==> src/rtl/stopwatch_seconds_stage.sv <==
// ---------------------------------------------------------------------------
// stopwatch_seconds_stage
//
// Seconds stage of a stopwatch.  A small IDLE/RUNNING/PAUSED FSM gates a
// prescaler that divides clk down to one tick per second.  The prescaler
// drives a 0..59 seconds counter.  The counter sends a one-cycle min_enable
// pulse on every 59->0 wrap.  It sends a one-cycle min_clear pulse on clear
// and on reset, so that a downstream minutes counter stays in step.
//
// Parameters:
//   TICKS_PER_SEC  clk cycles per second (2 and up)
//   PRESC_W        prescaler width; TICKS_PER_SEC-1 must fit in it
//
// Ports:
//   clk         system clock, rising edge
//   rst         synchronous active-high reset
//   start       start/resume command (single-cycle pulse)
//   stop        pause command (single-cycle pulse)
//   clear_cmd   zero-and-idle command (single-cycle pulse)
//   seconds     current seconds, 0..59, registered
//   min_enable  one-cycle count enable for the minutes counter
//   min_clear   one-cycle synchronous clear for the minutes counter
//   running     high while the FSM is in RUNNING
//   state       FSM state: IDLE=00, RUNNING=01, PAUSED=10
// ---------------------------------------------------------------------------
module stopwatch_seconds_stage #(
  parameter int TICKS_PER_SEC = 100000000,
  parameter int PRESC_W       = 27
) (
  input  logic       clk,
  input  logic       rst,
  input  logic       start,
  input  logic       stop,
  input  logic       clear_cmd,
  output logic [5:0] seconds,
  output logic       min_enable,
  output logic       min_clear,
  output logic       running,
  output logic [1:0] state
);

  typedef enum logic [1:0] {
    IDLE    = 2'b00,
    RUNNING = 2'b01,
    PAUSED  = 2'b10
  } state_t;

  localparam logic [PRESC_W-1:0] TERMINAL = PRESC_W'(TICKS_PER_SEC - 1);

  state_t             cur_state;
  logic [PRESC_W-1:0] prescaler;

  assign state = cur_state;

  // All state, counters and outputs are held in this one clocked process.
  // Every output comes straight from a flop, so no input has a combinational
  // path to an output.  clear_cmd is checked before the per-state logic, so
  // clear_cmd has priority over stop, and stop has priority over start.  A
  // stop or clear_cmd on the terminal-count edge therefore blocks the
  // increment and the min_enable pulse.
  always_ff @(posedge clk) begin
    if (rst) begin
      cur_state  <= IDLE;
      prescaler  <= '0;
      seconds    <= '0;
      min_enable <= 1'b0;
      min_clear  <= 1'b1;
      running    <= 1'b0;
    end else begin
      min_enable <= 1'b0;
      min_clear  <= 1'b0;

      if (clear_cmd) begin
        cur_state <= IDLE;
        prescaler <= '0;
        seconds   <= '0;
        min_clear <= 1'b1;
        running   <= 1'b0;
      end else begin
        case (cur_state)
          IDLE: begin
            if (start) begin
              cur_state <= RUNNING;
              running   <= 1'b1;
            end
          end

          RUNNING: begin
            if (stop) begin
              // The prescaler is kept, so a resume continues mid-second.
              cur_state <= PAUSED;
              running   <= 1'b0;
            end else if (prescaler == TERMINAL) begin
              prescaler <= '0;
              // The >= test keeps seconds in 0..59 even from a corrupted value.
              if (seconds >= 6'd59) begin
                seconds    <= 6'd0;
                min_enable <= 1'b1;
              end else begin
                seconds <= seconds + 6'd1;
              end
            end else begin
              prescaler <= prescaler + PRESC_W'(1);
            end
          end

          PAUSED: begin
            if (start) begin
              cur_state <= RUNNING;
              running   <= 1'b1;
            end
          end

          default: begin
            // Encoding 11 cannot be reached. If it appears, fall back to a
            // clean IDLE.
            cur_state <= IDLE;
            prescaler <= '0;
            seconds   <= '0;
            running   <= 1'b0;
          end
        endcase
      end
    end
  end

endmodule

==> config.mk <==
export PLATFORM = sky130hd
export DESIGN_NAME = stopwatch_seconds_stage
export DESIGN_NICKNAME = d
export VERILOG_FILES = /design/src/rtl/stopwatch_seconds_stage.sv
export SDC_FILE = /design/constraint.sdc
export NUM_CORES = 1
export LEC_CHECK = 0
export BUFFER_PORTS_ARGS = -buffer_cell sky130_fd_sc_hd__buf_2
export CORE_MARGIN = 5
export CORE_UTILIZATION = 35
export DETAILED_ROUTE_END_ITERATION = 8
export PLACE_DENSITY = 0.63
export SLEW_MARGIN = 5
export SYNTH_ARGS = -nofsm -noshare
export SYNTH_HDL_FRONTEND = slang
export SYNTH_SLANG_ARGS = --single-unit
==> constraint.sdc <==
create_clock -name clk -period 5.62 [get_ports clk]
set_clock_uncertainty 0.15 [all_clocks]
set_input_delay 0.562 -clock clk [delete_from_list [all_inputs] [get_ports clk]]
set_output_delay 0.562 -clock clk [all_outputs]
set_load 0.1 [all_outputs]
==> results.json <==
{
  "clk-insertion-delay-late_ns": 0.29,
  "pwr_density_cell_mw_per_mm2": 225,
  "hold_path_class": "flop to flop",
  "cts-buffers-inserted": 5,
  "fmax_mhz": 363,
  "number_of_distinct_library_cells_after_synthesis": 46,
  "final.fill_count": 547,
  "initialDrtViolationCount": 98,
  "cts.repair.resized": 0,
  "number_of_enable_flip_flop_cells_after_synthesis": 0,
  "clock_pin_slew_on_the_worst_setup_and_hold_paths_ns": 0.07,
  "worstSetupEndpointType": "flop",
  "core_region_area_mm2": 0.00517,
  "post_synth_instance_area_mm2": 0.00189,
  "stdcell_area_mm2": 0.00210,
  "synth_cells": 226,
  "h-tree-depth": 2,
  "cts_num_sinks": 38,
  "timing.critical_path.slowest_cell_delay_ns": 0.75,
  "timing.hold.worst.start": "seconds[1]",
  "route.detailed.vias_per_inst": 5.49,
  "maximum_number_of_pins_on_one_net_before_global_route_repair": 20,
  "synth.avg_cell_area_um2": 8.38,
  "yosysWarnings": 0,
  "switching_share_pct": 23.7,
  "cts_hold_fix_bufs": 0,
  "clk_path_buf_depth": 2,
  "fp.dieH_um": 83.5,
  "crit_path_cell_trace": "nand2_1, nor4_1, a21oi_1, o21ai_2, mux2i_1",
  "static_leak_nw": 0.628,
  "final_max_slew_viol_count": 0,
  "drv_cap": 0,
  "critical_path_peak_fanout": 19,
  "critPathBufInv": 0,
  "worst_setup_path_start_kind": "flop",
  "ys_seq_area_share_pct": 40.2,
  "cp_data_required_time_ns": 5.61,
  "routed_wl_mm": 4.19,
  "critical_path_arrival_ns": 2.75,
  "power.internal_uw": 361,
  "die_ar_mm2": 0.00698,
  "setup_repair_after_global_routing_missed_its_margin": "false",
  "outcome": "completed",
  "drt.antenna.violating_nets": 0,
  "category_of_the_most_critical_setup_path": "flop to flop",
  "power_frac_comb_pct": 5.7,
  "layout_min_cycle_time_ns": 2.76,
  "clock_root_cell": "sky130_fd_sc_hd__clkbuf_8",
  "post_route_cells_drive_above_1_share_pct": 10.8,
  "final_common_cell": "sky130_fd_sc_hd__dfxtp_1",
  "placed_area_mm2": 0.00203,
  "gp_routability_congestion": 0.816,
  "insertedDiodeCount": 0,
  "routed_length_per_instance_um": 13.5,
  "detailroute.via_count": 1706,
  "firstDrtPassIters": 5,
  "power_frac_clock_pct": 36.8,
  "total_switching_power_uw": 112,
  "sequential_cell_fraction_of_total_power_pct": 57.5,
  "synth_nets": 233,
  "synth-seq-cells": 38,
  "setup_tns_ns": 0,
  "cts_tree": "done",
  "port-buffer-count": 15,
  "synth_flop_cell": "sky130_fd_sc_hd__dfxtp_1",
  "globalRouteOverflowTotal": 0,
  "drt_drc_violations_left": 0,
  "post-route-util_pct": 40.7,
  "grt_pass1_vias": 1508,
  "synth_async_sr_flop_share_pct": 0,
  "grt.total_usage_pct": 12.8,
  "startpoint_of_the_most_critical_setup_path": "prescaler[2]",
  "report.final.setup_viol": 0,
  "initial_antenna_violation_count": 0,
  "die_x_extent_um": 83.5,
  "crit_family": "compound AO/OA/AOI/OAI gates",
  "tightest_slew_ns": 0.820,
  "number_of_nets_in_the_layout": 248,
  "dpl.hpwl_mm": 3.02,
  "final_hold_violation_count": 0,
  "period_utilization_pct": 49.0,
  "r2r_startpoint": "prescaler[2]",
  "area_growth_syn_to_layout_pct": 11.2,
  "placement_rows": 26,
  "grt_pass1_wl_mm": 7.27,
  "starting_density_of_the_core_pct": 36.6,
  "post_cts.repair.setup_buffers": 0,
  "io-pin-count": 16,
  "vdd_drop_max_v": 0.000107,
  "crit_path_top_delay_cell": "sky130_fd_sc_hd__o21ai_2",
  "mostFrequentLayoutCells": "sky130_fd_sc_hd__dfxtp_1, sky130_fd_sc_hd__nor2_1, sky130_fd_sc_hd__nand2_1",
  "slew_headroom_pct": 45.4
}
-- cell usage after synthesis, drive strengths merged, types with 2 or more instances --
library cell,count,share of area [%]
xnor2,17,7.9
nor4b,4,1.9
nand3,16,4.2
nor3b,4,1.6
o311ai,2,0.93
or3,3,1.1
xor2,2,0.93
nand2b,3,0.99
mux2i,3,1.6
nor3,6,1.6
nand2,21,4.2
and4,3,1.5
clkbuf,6,1.2
inv,4,0.79
a31oi,3,0.99
a21oi,4,1.1
and3,2,0.66
nand4b,2,0.93
nor4,10,3.3
or4,5,2.4
nor2,33,6.5
and2,4,1.3
ha,2,1.3
nand4,6,2.3
nor2b,3,0.99
dfxtp,38,40
o21ai,6,1.8
-- per-stage QoR --
stage	power, mW	std cells	hold WS [ns]	setup WS (ns)
finish	0.473	311	0.344	2.86
global route	0.499	311	0.370	2.60
CTS	0.481	311	0.338	2.93
detailed placement	0.305	304	0.328	2.94
global placement	0.305	304	0.323	3.06
floorplan	0.299	226	0.303	3.06
-- registers in the layout, summed over array words and instances (netlist names) --
name and flops:
state 2, seconds 6, running 1, min_clear 1, min_enable 1, prescaler 27
-- kinds of logic after synthesis --
kind of cell,Yosys count,share of synthesized area (%)
multiplexers,3,1.59
AO/OA/AOI/OAI,28,10.5
XOR/XNOR,19,8.79
flip-flops,38,40.2
buffers and inverters,11,2.25
AND/OR/NAND/NOR,125,35.4
adder cells (fa/ha/maj),2,1.32
-- metal layers --
metal | up-vias | part of all wire, % | track usage (%)
li1 | 858 | - | -
met1 | 805 | 49 | 17.2
met2 | 35 | 44 | 18.4
met5 | - | 0 | 0
met4 | 0 | 2.1 | 6.29
met3 | 8 | 5.2 | 3.65
-- worst min-delay path, cell delays in order (launching register included) --
cell and delay (ns):
sky130_fd_sc_hd__dfxtp_1 0.33, sky130_fd_sc_hd__nand2_1 0.06, sky130_fd_sc_hd__mux2i_1 0.06
-- power groups by stage --
stage	logic, mW	registers [mW]	clock network (mW)
after floorplan	0.0133	0.286	0
final	0.0272	0.272	0.174
after CTS	0.0273	0.272	0.181
after global placement	0.0274	0.278	0
after detailed placement	0.0272	0.278	0
after global routing	0.0297	0.272	0.197
-- layout make-up --
type	count	area, um2	area share (%)
multi-input combinational	177	1090	51.8
sequential	38	761	36.1
tap	70	87.6	4.16
clock buffer	7	76.3	3.63
timing repair buffer	15	75.1	3.57
inverter	4	15.0	0.713
-- path summary, 6_finish.rpt --
kind / to / slack (ns) / cells after the start
worst min register to register: seconds[1] / 0.34 / 2
worst min-delay path: seconds[1] / 0.34 / 2
worst max-delay path: seconds[0] / 2.86 / 5
worst max register to register: seconds[0] / 2.86 / 5
Power figures use the tool's default switching activity.
